`src/rtl/run_controller.sv`:
```
// -----------------------------------------------------------------------------
// run_controller
//
// Upstream sequencer for the processor top level. On a host request it holds
// the core in reset, releases it, counts execution cycles and ends the run on
// a core halt or when the cycle budget runs out. It owns the req/done
// start-finish handshake with the host.
//
// Ports:
//   clk          in   system clock, all state updates on the rising edge
//   reset        in   synchronous active-high reset
//   req          in   host start request (level, 4-phase handshake)
//   core_halt    in   halt indication from the core's control unit
//   core_reset   out  synchronous reset driven to the core
//   core_run     out  high while the core is executing
//   busy         out  high from request acceptance until done asserts
//   done         out  run finished (halt or timeout), held until req drops
//   timeout      out  run ended by budget expiry, valid while done=1
//   cycle_count  out  execution cycles of the current/last run
// -----------------------------------------------------------------------------
module run_controller #(
  parameter int               CNT_W      = 16,
  parameter int               RST_CYCLES = 2,
  parameter logic [CNT_W-1:0] MAX_CYCLES = 16'd60000
) (
  input  logic             clk,
  input  logic             reset,
  input  logic             req,
  input  logic             core_halt,
  output logic             core_reset,
  output logic             core_run,
  output logic             busy,
  output logic             done,
  output logic             timeout,
  output logic [CNT_W-1:0] cycle_count
);

  typedef enum logic [2:0] {
    S_IDLE,
    S_RST,
    S_RUN,
    S_DONE,
    S_TIMEOUT
  } state_t;

  // Wide enough to hold the value RST_CYCLES itself.
  localparam int               RCW         = $clog2(RST_CYCLES + 1);
  localparam logic [RCW-1:0]   RST_LAST    = RCW'(RST_CYCLES);
  localparam logic [CNT_W-1:0] BUDGET_LAST = MAX_CYCLES - CNT_W'(1);

  state_t           state_q, state_d;
  logic [RCW-1:0]   rst_cnt_q, rst_cnt_d;
  logic [CNT_W-1:0] cycle_count_q, cycle_count_d;
  logic             timeout_q, timeout_d;
  logic             core_reset_q, core_reset_d;
  logic             core_run_q, core_run_d;
  logic             busy_q, busy_d;
  logic             done_q, done_d;

  // Next-state and next-output logic. Outputs are decoded from the next state
  // and registered, so they change on the same edge as the state and no input
  // reaches an output without passing through a flop.
  always_comb begin
    // NOTE: every signal gets a default before the case so no path through
    // the block leaves it unassigned, which would infer a latch.
    state_d       = state_q;
    rst_cnt_d     = rst_cnt_q;
    cycle_count_d = cycle_count_q;
    timeout_d     = timeout_q;

    case (state_q)
      S_IDLE: begin
        if (req) begin
          state_d       = S_RST;
          rst_cnt_d     = '0;
          cycle_count_d = '0;
          timeout_d     = 1'b0;
        end
      end

      // The acceptance cycle is followed by RST_CYCLES counted cycles, so the
      // core leaves reset on the edge t+1+RST_CYCLES after req was sampled at t.
      S_RST: begin
        if (rst_cnt_q == RST_LAST) begin
          state_d = S_RUN;
        end else begin
          rst_cnt_d = rst_cnt_q + RCW'(1);
        end
      end

      // The halting cycle is counted too. Halt is checked first so that a halt
      // coinciding with budget expiry is reported as a normal completion.
      S_RUN: begin
        cycle_count_d = cycle_count_q + CNT_W'(1);
        if (core_halt) begin
          state_d = S_DONE;
        end else if (cycle_count_q == BUDGET_LAST) begin
          state_d   = S_TIMEOUT;
          timeout_d = 1'b1;
        end
      end

      // req held high after completion must not retrigger: wait for it to drop.
      S_DONE, S_TIMEOUT: begin
        if (!req) begin
          state_d = S_IDLE;
        end
      end

      default: state_d = S_IDLE;
    endcase

    core_reset_d = (state_d == S_IDLE) || (state_d == S_RST);
    core_run_d   = (state_d == S_RUN);
    busy_d       = (state_d == S_RST) || (state_d == S_RUN);
    done_d       = (state_d == S_DONE) || (state_d == S_TIMEOUT);
  end

  // NOTE: sequential state uses non-blocking assignments so every flop
  // samples the pre-edge value of the others, independent of statement order.
  always_ff @(posedge clk) begin
    if (reset) begin
      state_q       <= S_IDLE;
      rst_cnt_q     <= '0;
      cycle_count_q <= '0;
      timeout_q     <= 1'b0;
      core_reset_q  <= 1'b1;
      core_run_q    <= 1'b0;
      busy_q        <= 1'b0;
      done_q        <= 1'b0;
    end else begin
      state_q       <= state_d;
      rst_cnt_q     <= rst_cnt_d;
      cycle_count_q <= cycle_count_d;
      timeout_q     <= timeout_d;
      core_reset_q  <= core_reset_d;
      core_run_q    <= core_run_d;
      busy_q        <= busy_d;
      done_q        <= done_d;
    end
  end

  assign core_reset  = core_reset_q;
  assign core_run    = core_run_q;
  assign busy        = busy_q;
  assign done        = done_q;
  assign timeout     = timeout_q;
  assign cycle_count = cycle_count_q;

endmodule
```
`config.mk`:
```
export PLATFORM = sky130hd
export DESIGN_NAME = run_controller
export DESIGN_NICKNAME = d
export VERILOG_FILES = /design/src/rtl/run_controller.sv
export SDC_FILE = /design/constraint.sdc
export NUM_CORES = 1
export LEC_CHECK = 0
export ABC_AREA = 1
export CAP_MARGIN = 20
export CORE_ASPECT_RATIO = 1.25
export CORE_MARGIN = 2
export CORE_UTILIZATION = 45
export DETAILED_ROUTE_END_ITERATION = 10
export GPL_TIMING_DRIVEN = 0
export PLACE_DENSITY_LB_ADDON = 0.2
export SETUP_SLACK_MARGIN = 0.5
export SYNTH_ARGS = -nofsm -noshare
export SYNTH_HDL_FRONTEND = slang
export SYNTH_SLANG_ARGS = --single-unit
export TNS_END_PERCENT = 50
```
`constraint.sdc`:
```
create_clock -name clk -period 2.1 [get_ports clk]
set_input_delay 0.42 -clock clk [delete_from_list [all_inputs] [get_ports clk]]
set_output_delay 0.42 -clock clk [all_outputs]
set_load 0.02 [all_outputs]
```
======== Word-level counts from Yosys, hierarchy flattened ========
Cells that the tools add are included.
operators by class
  equal/unequal tests ..................... 14
  muxes and demuxes ....................... 15
  reduce and logical (&&, ||, !) cells .... 11
  add/subtract/negate cells ............... 2
operators with widths
  kind                     number
  $pmux W16 S2             1
  $add A16 B1 Y16 const B  1
  $eq A16 B16 Y1 const B   1
  $mux W16                 1
  $mux W3                  5
  $eq A3 B2 Y1 const B     4
  $pmux W3 S4              1
  $ne A2 B2 Y1 const B     4
  $eq A3 B1 Y1 const B     2
  $eq A3 B3 Y1 const B     2
  $logic_not A3 Y1         2
  $mux W2                  2
  $pmux W2 S2              1
  $reduce_and A4 Y1        1
  $reduce_bool A2 Y1       2
  $logic_or A1 B1 Y1       3
  $mux W1                  3
  $reduce_and A3 Y1        1
  $add A2 B1 Y2 const B    1
  $eq A2 B2 Y1 const B     1
  $pmux W1 S2              1
  $reduce_and A2 Y1        1
  $reduce_or A2 Y1         1
storage, ports and cells
  register bits ........................... 26
  output and inout bits ................... 21

======== Longest topological paths before layout ========
Gate-level depths: netlist of the first run.
  depth after elaboration ................. 6
  mapped depth ............................ 10
  mapped depth without buffers ............ 10

======== Worst setup path before layout of the first run ========
OpenSTA, ideal clock, no wires.
  path kind ............................... reg-to-reg
  start point ............................. reg cycle_count_q[0], in the netlist cycle_count[0]
  end point ............................... reg cycle_count_q[12], in the netlist cycle_count[12]
  buffers on the path ..................... 0
  period minus slack after synthesis ...... 1.443 ns
  arrival time ............................ 1.329 ns
  setup time .............................. 0.115 ns
  stages on the path, launching flop included .. 9
  setup slack ............................. 0.657 ns
  data required time ...................... 1.985 ns
  cell sequence ........................... dfxtp_1 > ha_1 > nand3_2 > inv_2 > nand2_2 > nor2_4 > nand2_2 > a21oi_1 > nor2_1
between the ends
  longest elaborated chain between the ends .. 2
RTL lines
  what                      RTL line  source
  start: declaration        53        logic [CNT_W-1:0] cycle_count_q, cycle_count_d;
  start signal: assignment  134       cycle_count_q <= cycle_count_d;
  $add A16 B1 Y16           94        cycle_count_d = cycle_count_q + CNT_W'(1);
  $pmux W16 S2              71        case (state_q)
No other way between the ends.
A chain may end at the register's enable or synchronous reset.

======== Worst setup path in the final report of the first run ========
  start point ............................. reg busy_q, in the netlist busy
  end point ............................... out busy
RTL lines
  what                      RTL line  source
  start: declaration        57        logic busy_q, busy_d;
  start signal: assignment  138       busy_q <= busy_d;
  end: declaration          32        output logic busy,
No word-level cell between the ends.

==> impl_metrics.xml, run 1 <==
<?xml version="1.0" encoding="UTF-8"?>
<metrics>
  <group name="status">
    <metric name="status" unit="">complete, no violations</metric>
  </group>
  <group name="clocking">
    <metric name="cts_made_buffers" unit="">3</metric>
    <metric name="cts.sinks" unit="">26</metric>
    <metric name="cts-hold-fix-buffers" unit="">0</metric>
    <metric name="cts_root_buffer" unit="">sky130_fd_sc_hd__clkbuf_4</metric>
    <metric name="path_clk_slew" unit="ps">140</metric>
    <metric name="clock_latency" unit="ps">320</metric>
    <metric name="cts_tree" unit="">done</metric>
    <metric name="h-tree-depth" unit="">1</metric>
    <metric name="cts.repair_timing.setup_buffer_count" unit="">0</metric>
    <metric name="clock_tree.buffer_depth" unit="">2</metric>
  </group>
  <group name="power_and_ir_drop">
    <metric name="vdd_ir_drop_max" unit="mV">0.407</metric>
    <metric name="pwr_density_cell" unit="nW/um2">558</metric>
    <metric name="cellLeakagePower" unit="nW">0.845</metric>
  </group>
  <group name="sta">
    <metric name="layout_worst_path_cycle_share" unit="">0.790</metric>
    <metric name="final.setup.tns" unit="ps">0</metric>
    <metric name="relSlewSlack" unit="">0.677</metric>
    <metric name="final_max_slew_viol_count" unit="">0</metric>
    <metric name="final-setup-viol-count" unit="">0</metric>
    <metric name="rsz0062_at_grt" unit="">yes</metric>
    <metric name="postLayoutSetupSlackWorst" unit="ps">440</metric>
    <metric name="hold_violations" unit="">0</metric>
    <metric name="final.min_clock_period" unit="ps">1660</metric>
    <metric name="timing_worst_slew_pin_value" unit="ps">485</metric>
    <metric name="fmax" unit="GHz">0.603</metric>
    <metric name="fin_worst_skew" unit="ps">3.08</metric>
  </group>
  <group name="logic_synthesis">
    <metric name="dominant_register_cell_in_the_synthesized_netlist" unit="">sky130_fd_sc_hd__dfxtp_1</metric>
    <metric name="synth_enable_flop_cells" unit="">0</metric>
    <metric name="synth_area_leader_cell" unit="">sky130_fd_sc_hd__dfxtp_1</metric>
    <metric name="mappedNetlistNets" unit="">213</metric>
    <metric name="register_area_share_after_synthesis" unit="">0.374</metric>
    <metric name="synthDistinctLibCells" unit="">29</metric>
    <metric name="post-synth-top-count-cell" unit="">sky130_fd_sc_hd__nand2_1</metric>
    <metric name="syn-mean-instance-area" unit="um2">6.73</metric>
    <metric name="synth_top_area_frac" unit="">0.374</metric>
    <metric name="netlist_instances" unit="">207</metric>
    <metric name="synth.top_cells.by_area" unit="">sky130_fd_sc_hd__dfxtp_1 37%, sky130_fd_sc_hd__nand2_1 12%, sky130_fd_sc_hd__nor2_1 7.3%</metric>
    <metric name="synth_async_sr_flop_share" unit="">0</metric>
    <metric name="synth.top_cells.by_count" unit="">46 x sky130_fd_sc_hd__nand2_1, 27 x sky130_fd_sc_hd__nor2_1, 26 x sky130_fd_sc_hd__dfxtp_1, 26 x sky130_fd_sc_hd__inv_1, 16 x sky130_fd_sc_hd__a21oi_1</metric>
    <metric name="ys_warn_count" unit="">0</metric>
    <metric name="syn_area" unit="um2">1390</metric>
    <metric name="ys_ff_latch" unit="">26</metric>
  </group>
  <group name="final_layout">
    <metric name="finalNetCount" unit="">241</metric>
    <metric name="ratio_of_cells_with_drive_above_1_in_the_final_layout" unit="">0.111</metric>
    <metric name="antenna_cells" unit="">0</metric>
    <metric name="syn_to_final_growth" unit="%">23.3</metric>
  </group>
  <group name="setup_path">
    <metric name="critical_path.max_fanout" unit="">1</metric>
    <metric name="worstSetupEndpointType" unit="">output port</metric>
    <metric name="cp-start-kind" unit="">flip-flop</metric>
    <metric name="critical_path_arrival" unit="ps">1240</metric>
    <metric name="critPathTopFamily" unit="">buffers and inverters</metric>
    <metric name="critPathSlowestCell" unit="">sky130_fd_sc_hd__clkdlybuf4s50_1</metric>
    <metric name="rr_worst_depth" unit="">8</metric>
    <metric name="critical-path-max-stage-delay" unit="ps">590</metric>
    <metric name="critPathBufInv" unit="">1</metric>
    <metric name="cp_cell_sequence" unit="">clkdlybuf4s50_1</metric>
    <metric name="setup.worst_path.class" unit="">reg -&gt; out</metric>
    <metric name="reg2reg_slack" unit="ps">630</metric>
    <metric name="worst_r2r_endpoint" unit="">busy</metric>
    <metric name="cp.required" unit="ps">1680</metric>
    <metric name="timing.rr.start" unit="">cycle_count[0]</metric>
  </group>
  <group name="die">
    <metric name="rows" unit="">22</metric>
    <metric name="floorplan.io_pins" unit="">25</metric>
    <metric name="initial_core_util" unit="">0.473</metric>
    <metric name="fp.dieW" unit="um">53.8</metric>
    <metric name="dieArea" unit="um2">3560</metric>
    <metric name="fp.coreArea" unit="um2">2950</metric>
    <metric name="chipHeight" unit="um">66.2</metric>
  </group>
  <group name="routing">
    <metric name="num_vias" unit="">1358</metric>
    <metric name="tritonroute_pass_1_iters" unit="">4</metric>
    <metric name="routedWlPerCell" unit="um">11.8</metric>
    <metric name="final_wirelength" unit="um">3190</metric>
    <metric name="drt_iter0_markers" unit="">28</metric>
    <metric name="route.detailed.drc" unit="">0</metric>
    <metric name="vias_per_cell" unit="">5.03</metric>
    <metric name="number_of_nets_still_failing_antenna_checks_after_routing" unit="">0</metric>
  </group>
  <group name="grt">
    <metric name="first_global_vias" unit="">1206</metric>
    <metric name="global_route_wire_length_before_repair" unit="um">5200</metric>
    <metric name="grt.overflow.total" unit="">0</metric>
    <metric name="grt_start_max_net_pins" unit="">15</metric>
    <metric name="antenna_violations_before_repair" unit="">0</metric>
    <metric name="grt_use_total" unit="">0.198</metric>
  </group>
  <group name="placed_design">
    <metric name="io_buffer_count" unit="">23</metric>
    <metric name="post-place-ws" unit="ps">370</metric>
    <metric name="gp_congestion" unit="">0.854</metric>
    <metric name="post-dp-hpwl" unit="um">2420</metric>
  </group>
  <group name="hold_path">
    <metric name="min_from" unit="">timeout</metric>
    <metric name="holdPathEnd" unit="">timeout</metric>
    <metric name="hold_depth" unit="">2</metric>
    <metric name="holdCritPathClass" unit="">reg -&gt; reg</metric>
  </group>
  <group name="flow_run">
    <metric name="cap_violations" unit="">0</metric>
  </group>
</metrics>
sequential cells by signal (all words and copies together), names as in the netlist:
signal	count
busy	1
core_reset	1
core_run	1
cycle_count	16
done	1
rst_cnt_q	2
state_q	3
timeout	1
worst max path at each step:
stage | startpoint | endpoint | slack, ps | cells after the start
finish | busy | busy | 440 | 1
global route | busy | busy | 370 | 1
CTS | cycle_count[4] | cycle_count[4] | 300 | 1
detailed placement | req | cycle_count[7] | 370 | 7
global placement | req | cycle_count[13] | 370 | 7
floorplan | cycle_count[0] | cycle_count[12] | 660 | 8
cells in the final DEF, fill, tap and decap left out:
cell type,count
sky130_fd_sc_hd__a31oi_1,1
sky130_fd_sc_hd__clkdlybuf4s50_1,5
sky130_fd_sc_hd__clkbuf_1,2
sky130_fd_sc_hd__o21ai_1,2
sky130_fd_sc_hd__o22ai_1,1
sky130_fd_sc_hd__clkbuf_8,1
sky130_fd_sc_hd__nand4_2,1
sky130_fd_sc_hd__inv_2,1
sky130_fd_sc_hd__nor2_2,2
sky130_fd_sc_hd__nor2_4,2
sky130_fd_sc_hd__clkbuf_4,3
sky130_fd_sc_hd__dfxtp_2,1
sky130_fd_sc_hd__inv_1,26
sky130_fd_sc_hd__dfxtp_1,25
sky130_fd_sc_hd__dlymetal6s2s_1,9
sky130_fd_sc_hd__a21oi_1,16
sky130_fd_sc_hd__nand3_2,2
sky130_fd_sc_hd__nand2_1,46
sky130_fd_sc_hd__nand3_1,14
sky130_fd_sc_hd__buf_6,1
sky130_fd_sc_hd__a211oi_1,1
sky130_fd_sc_hd__nand2_4,1
sky130_fd_sc_hd__dlygate4sd2_1,9
sky130_fd_sc_hd__o21a_1,1
sky130_fd_sc_hd__nor3_1,3
sky130_fd_sc_hd__buf_4,1
sky130_fd_sc_hd__o21ai_0,13
sky130_fd_sc_hd__inv_4,1
sky130_fd_sc_hd__ha_1,2
sky130_fd_sc_hd__nand2_2,5
sky130_fd_sc_hd__or2_2,1
sky130_fd_sc_hd__o21ai_2,3
sky130_fd_sc_hd__nor2_1,27
sky130_fd_sc_hd__clkinv_1,1
sky130_fd_sc_hd__nand4_1,4
kinds of logic (layout without fill, tap and decap cells):
group / Yosys count / after routing / synth area share
AO/OA/AOI/OAI: 38 / 38 / 0.150
adder cells (fa/ha/maj): 2 / 2 / 0.0180
buffers and inverters: 33 / 60 / 0.0988
flip-flops: 26 / 26 / 0.374
AND/OR/NAND/NOR: 108 / 108 / 0.359
cell type report:
type | instances | area [um2]
Buffer | 4 | 26.3
Fill cell | 307 | 1230
Timing Repair Buffer | 23 | 241
Sequential cell | 26 | 522
Tap cell | 36 | 45.0
Multi-Input combinational cell | 148 | 734
Clock buffer | 4 | 36.3
Inverter | 29 | 111
layer usage:
layer	up-vias	track usage	part of all wire
li1	718	-	-
met1	611	0.242	0.44
met2	27	0.348	0.52
met3	2	0.0204	0.035
met4	0	0.0673	0.0072
met5	-	0	0
where the power goes:
| group | leakage [nW] | switching (mW) | internal [mW] |
|---|---|---|---|
| Clock | 0.0210 | 0.147 | 0.106 |
| Sequential | 0.211 | 0.0130 | 0.515 |
| Combinational | 0.613 | 0.113 | 0.0636 |
| Total | 0.845 | 0.273 | 0.685 |
worst reg2reg max path: stages (launching register included):
cell                      delay, ps
sky130_fd_sc_hd__dfxtp_1        420
sky130_fd_sc_hd__ha_1           230
sky130_fd_sc_hd__nand3_2        120
sky130_fd_sc_hd__nor2_1         170
sky130_fd_sc_hd__nand3_1        150
sky130_fd_sc_hd__nand2_1         90
sky130_fd_sc_hd__nand2_1         70
sky130_fd_sc_hd__nand3_1         70
sky130_fd_sc_hd__nor2_1          60
what timing repair did:
item,4_1_cts,5_1_grt
resized for setup,10,9
setup endpoints to repair,21,18
hold endpoints to repair,0,0
stage by stage:
step	hold slack, ps	power, mW	std cells	util	instance area (um2)
finish	481	0.958	270	0.583	1720
global route	504	1.01	270	0.583	1720
CTS	462	0.977	270	0.575	1690
detailed placement	465	0.720	266	0.566	1670
global placement	465	0.717	266	0.566	1670
floorplan	479	0.663	207	-	1390
Power figures use the tool's default switching activity.
==> run 2, diff against run 1 <==
==> constraint.sdc (replaced) <==
create_clock -name clk -period 1.5 [get_ports clk]
set_input_delay 0.3 -clock clk [delete_from_list [all_inputs] [get_ports clk]]
set_output_delay 0.3 -clock clk [all_outputs]
set_load 0.02 [all_outputs]
==> impl_metrics.xml, run 2 (synthesized netlist as in run 1, its figures left out) <==
<?xml version="1.0" encoding="UTF-8"?>
<metrics>
  <group name="final_layout">
    <metric name="layout.cells.most_common" unit="">sky130_fd_sc_hd__nand2_1</metric>
    <metric name="antenna_cells" unit="">0</metric>
    <metric name="final_cell_mix" unit="">33 x sky130_fd_sc_hd__nand2_1, 27 x sky130_fd_sc_hd__buf_6, 25 x sky130_fd_sc_hd__buf_4</metric>
    <metric name="largest_register_ff_count" unit="">16</metric>
    <metric name="ratio_of_cells_with_drive_above_1_in_the_final_layout" unit="">0.532</metric>
    <metric name="finalNetCount" unit="">272</metric>
    <metric name="syn_to_final_growth" unit="%">63.3</metric>
  </group>
  <group name="routing">
    <metric name="vias_per_cell" unit="">5.34</metric>
    <metric name="number_of_nets_still_failing_antenna_checks_after_routing" unit="">0</metric>
    <metric name="drt_iter0_markers" unit="">36</metric>
    <metric name="final_wirelength" unit="um">4300</metric>
    <metric name="routedWlPerCell" unit="um">14.3</metric>
    <metric name="tritonroute_pass_1_iters" unit="">4</metric>
    <metric name="num_vias" unit="">1606</metric>
    <metric name="route.detailed.drc" unit="">0</metric>
  </group>
  <group name="sta">
    <metric name="hold_violations" unit="">0</metric>
    <metric name="final_max_slew_viol_count" unit="">0</metric>
    <metric name="layout_worst_path_cycle_share" unit="">0.887</metric>
    <metric name="rsz0062_at_grt" unit="">yes</metric>
    <metric name="timing_worst_slew_pin_value" unit="ps">642</metric>
    <metric name="final-setup-viol-count" unit="">0</metric>
    <metric name="final.min_clock_period" unit="ps">1330</metric>
    <metric name="fin_worst_skew" unit="ps">8.14</metric>
    <metric name="relSlewSlack" unit="">0.572</metric>
    <metric name="fmax" unit="GHz">0.751</metric>
    <metric name="holdWs" unit="ps">334</metric>
  </group>
  <group name="clocking">
    <metric name="cts_tree" unit="">done</metric>
    <metric name="cts.sinks" unit="">26</metric>
    <metric name="clock_latency" unit="ps">340</metric>
    <metric name="clock_tree.buffer_depth" unit="">2</metric>
    <metric name="h-tree-depth" unit="">1</metric>
    <metric name="cts_made_buffers" unit="">3</metric>
    <metric name="path_clk_slew" unit="ps">140</metric>
    <metric name="cts_root_buffer" unit="">sky130_fd_sc_hd__clkbuf_4</metric>
    <metric name="cts-hold-fix-buffers" unit="">0</metric>
  </group>
  <group name="placed_design">
    <metric name="io_buffer_count" unit="">23</metric>
    <metric name="gp_congestion" unit="">0.875</metric>
    <metric name="post-dp-hpwl" unit="um">2370</metric>
  </group>
  <group name="setup_path">
    <metric name="cp_cell_sequence" unit="">inv_2 &gt; nor2_4 &gt; nand2_4 &gt; nor3_1 &gt; nand3_2 &gt; o21ai_2 &gt; nand2_1 &gt; nor2_1</metric>
    <metric name="cp.required" unit="ps">1780</metric>
    <metric name="rr_worst_depth" unit="">8</metric>
    <metric name="startpoint" unit="">state_q[1]</metric>
    <metric name="critPathSlowestCell" unit="">sky130_fd_sc_hd__dfxtp_2</metric>
    <metric name="critical_path.max_fanout" unit="">7</metric>
    <metric name="cp-start-kind" unit="">flip-flop</metric>
    <metric name="critical_path_arrival" unit="ps">1610</metric>
    <metric name="setup.worst_path.class" unit="">reg -&gt; reg</metric>
    <metric name="reg2reg_slack" unit="ps">170</metric>
    <metric name="timing.rr.start" unit="">state_q[1]</metric>
    <metric name="worstSetupEndpointType" unit="">flip-flop</metric>
    <metric name="critical-path-max-stage-delay" unit="ps">370</metric>
    <metric name="timing.critical_path.to" unit="">cycle_count[14]</metric>
    <metric name="worst_r2r_endpoint" unit="">cycle_count[14]</metric>
  </group>
  <group name="status">
    <metric name="status" unit="">complete, no violations</metric>
  </group>
  <group name="grt">
    <metric name="grt.overflow.total" unit="">0</metric>
    <metric name="first_global_vias" unit="">1426</metric>
    <metric name="grt_use_total" unit="">0.223</metric>
    <metric name="grt_start_max_net_pins" unit="">15</metric>
    <metric name="global_route_wire_length_before_repair" unit="um">5890</metric>
    <metric name="antenna_violations_before_repair" unit="">0</metric>
  </group>
  <group name="die">
    <metric name="initial_core_util" unit="">0.473</metric>
    <metric name="floorplan.io_pins" unit="">25</metric>
    <metric name="chipHeight" unit="um">66.2</metric>
    <metric name="fp.coreArea" unit="um2">2950</metric>
    <metric name="dieArea" unit="um2">3560</metric>
    <metric name="fp.dieW" unit="um">53.8</metric>
    <metric name="rows" unit="">22</metric>
  </group>
  <group name="power_and_ir_drop">
    <metric name="vdd_ir_drop_max" unit="mV">0.659</metric>
    <metric name="pwr_density_cell" unit="nW/um2">674</metric>
    <metric name="cellLeakagePower" unit="nW">0.941</metric>
    <metric name="power" unit="mW">1.53</metric>
  </group>
  <group name="hold_path">
    <metric name="holdCritPathClass" unit="">in -&gt; reg</metric>
    <metric name="hold_depth" unit="">2</metric>
    <metric name="min_from" unit="">reset</metric>
  </group>
  <group name="flow_run">
    <metric name="cap_violations" unit="">0</metric>
  </group>
</metrics>
[run 2: worst max-delay path, delay by kind of cell, from the launching register on]
kind | cells | cell delay [ps]
simple gates | 6 | 770
flops | 1 | 370
compound gates | 1 | 90
buf+inv | 1 | 60
[run 2: worst min path at each step]
stage	to	slack (ps)
floorplan	rst_cnt_q[1]	480
global placement	timeout	460
detailed placement	timeout	470
CTS	cycle_count[11]	320
global route	timeout	350
finish	timeout	330
[run 2: power by group]
group	internal [mW]	switching, mW	leakage (nW)
registers	0.706	0.0284	0.225
clock network	0.149	0.229	0.0210
logic	0.193	0.227	0.695
[run 2: metal layers]
metal	part of all wire	wire [um]	track usage
met2	0.54	2310	0.399
met3	0.051	217	0.0249
met5	0	0	0
met4	0.038	164	0.0962
met1	0.37	1610	0.256
[run 2: final cells by class]
class                           instances  area (um2)
Sequential cell                        26         583
Timing Repair Buffer                   54         523
Clock buffer                            4        36.3
Tap cell                               36        45.0
Inverter                               29         121
Buffer                                  4        30.0
Fill cell                             207         671
Multi-Input combinational cell        148         936
[run 2: stage by stage]
step,std cells,util,instance area (um2),TNS [ps],setup WS [ps]
after floorplan,207,-,1490,0,270
after global placement,266,0.599,1770,-593,-73.5
after detailed placement,266,0.599,1770,-624,-85.5
after CTS,287,0.688,2030,0,211
after global routing,301,0.772,2270,0,21.3
final,301,0.772,2270,0,169
[run 2: timing repair]
action                     CTS  global route
setup endpoints to repair   47            47
resized for setup          145            49
buffers inserted            17            13
pin swaps                    9            19
cloned                       0             1
==> run 3, diff against run 2 <==
--- a/config.mk
+++ b/config.mk
@@ -10,8 +10,10 @@
 export CORE_ASPECT_RATIO = 1.25
 export CORE_MARGIN = 2
 export CORE_UTILIZATION = 45
+export CTS_CLUSTER_SIZE = 25
 export DETAILED_ROUTE_END_ITERATION = 10
 export GPL_TIMING_DRIVEN = 0
+export HOLD_SLACK_MARGIN = 0.15
 export PLACE_DENSITY_LB_ADDON = 0.2
 export SETUP_SLACK_MARGIN = 0.5
 export SYNTH_ARGS = -nofsm -noshare
==> results of run 3 <==
Same layout as run 2: the final DEF is identical, and so are final timing and power.
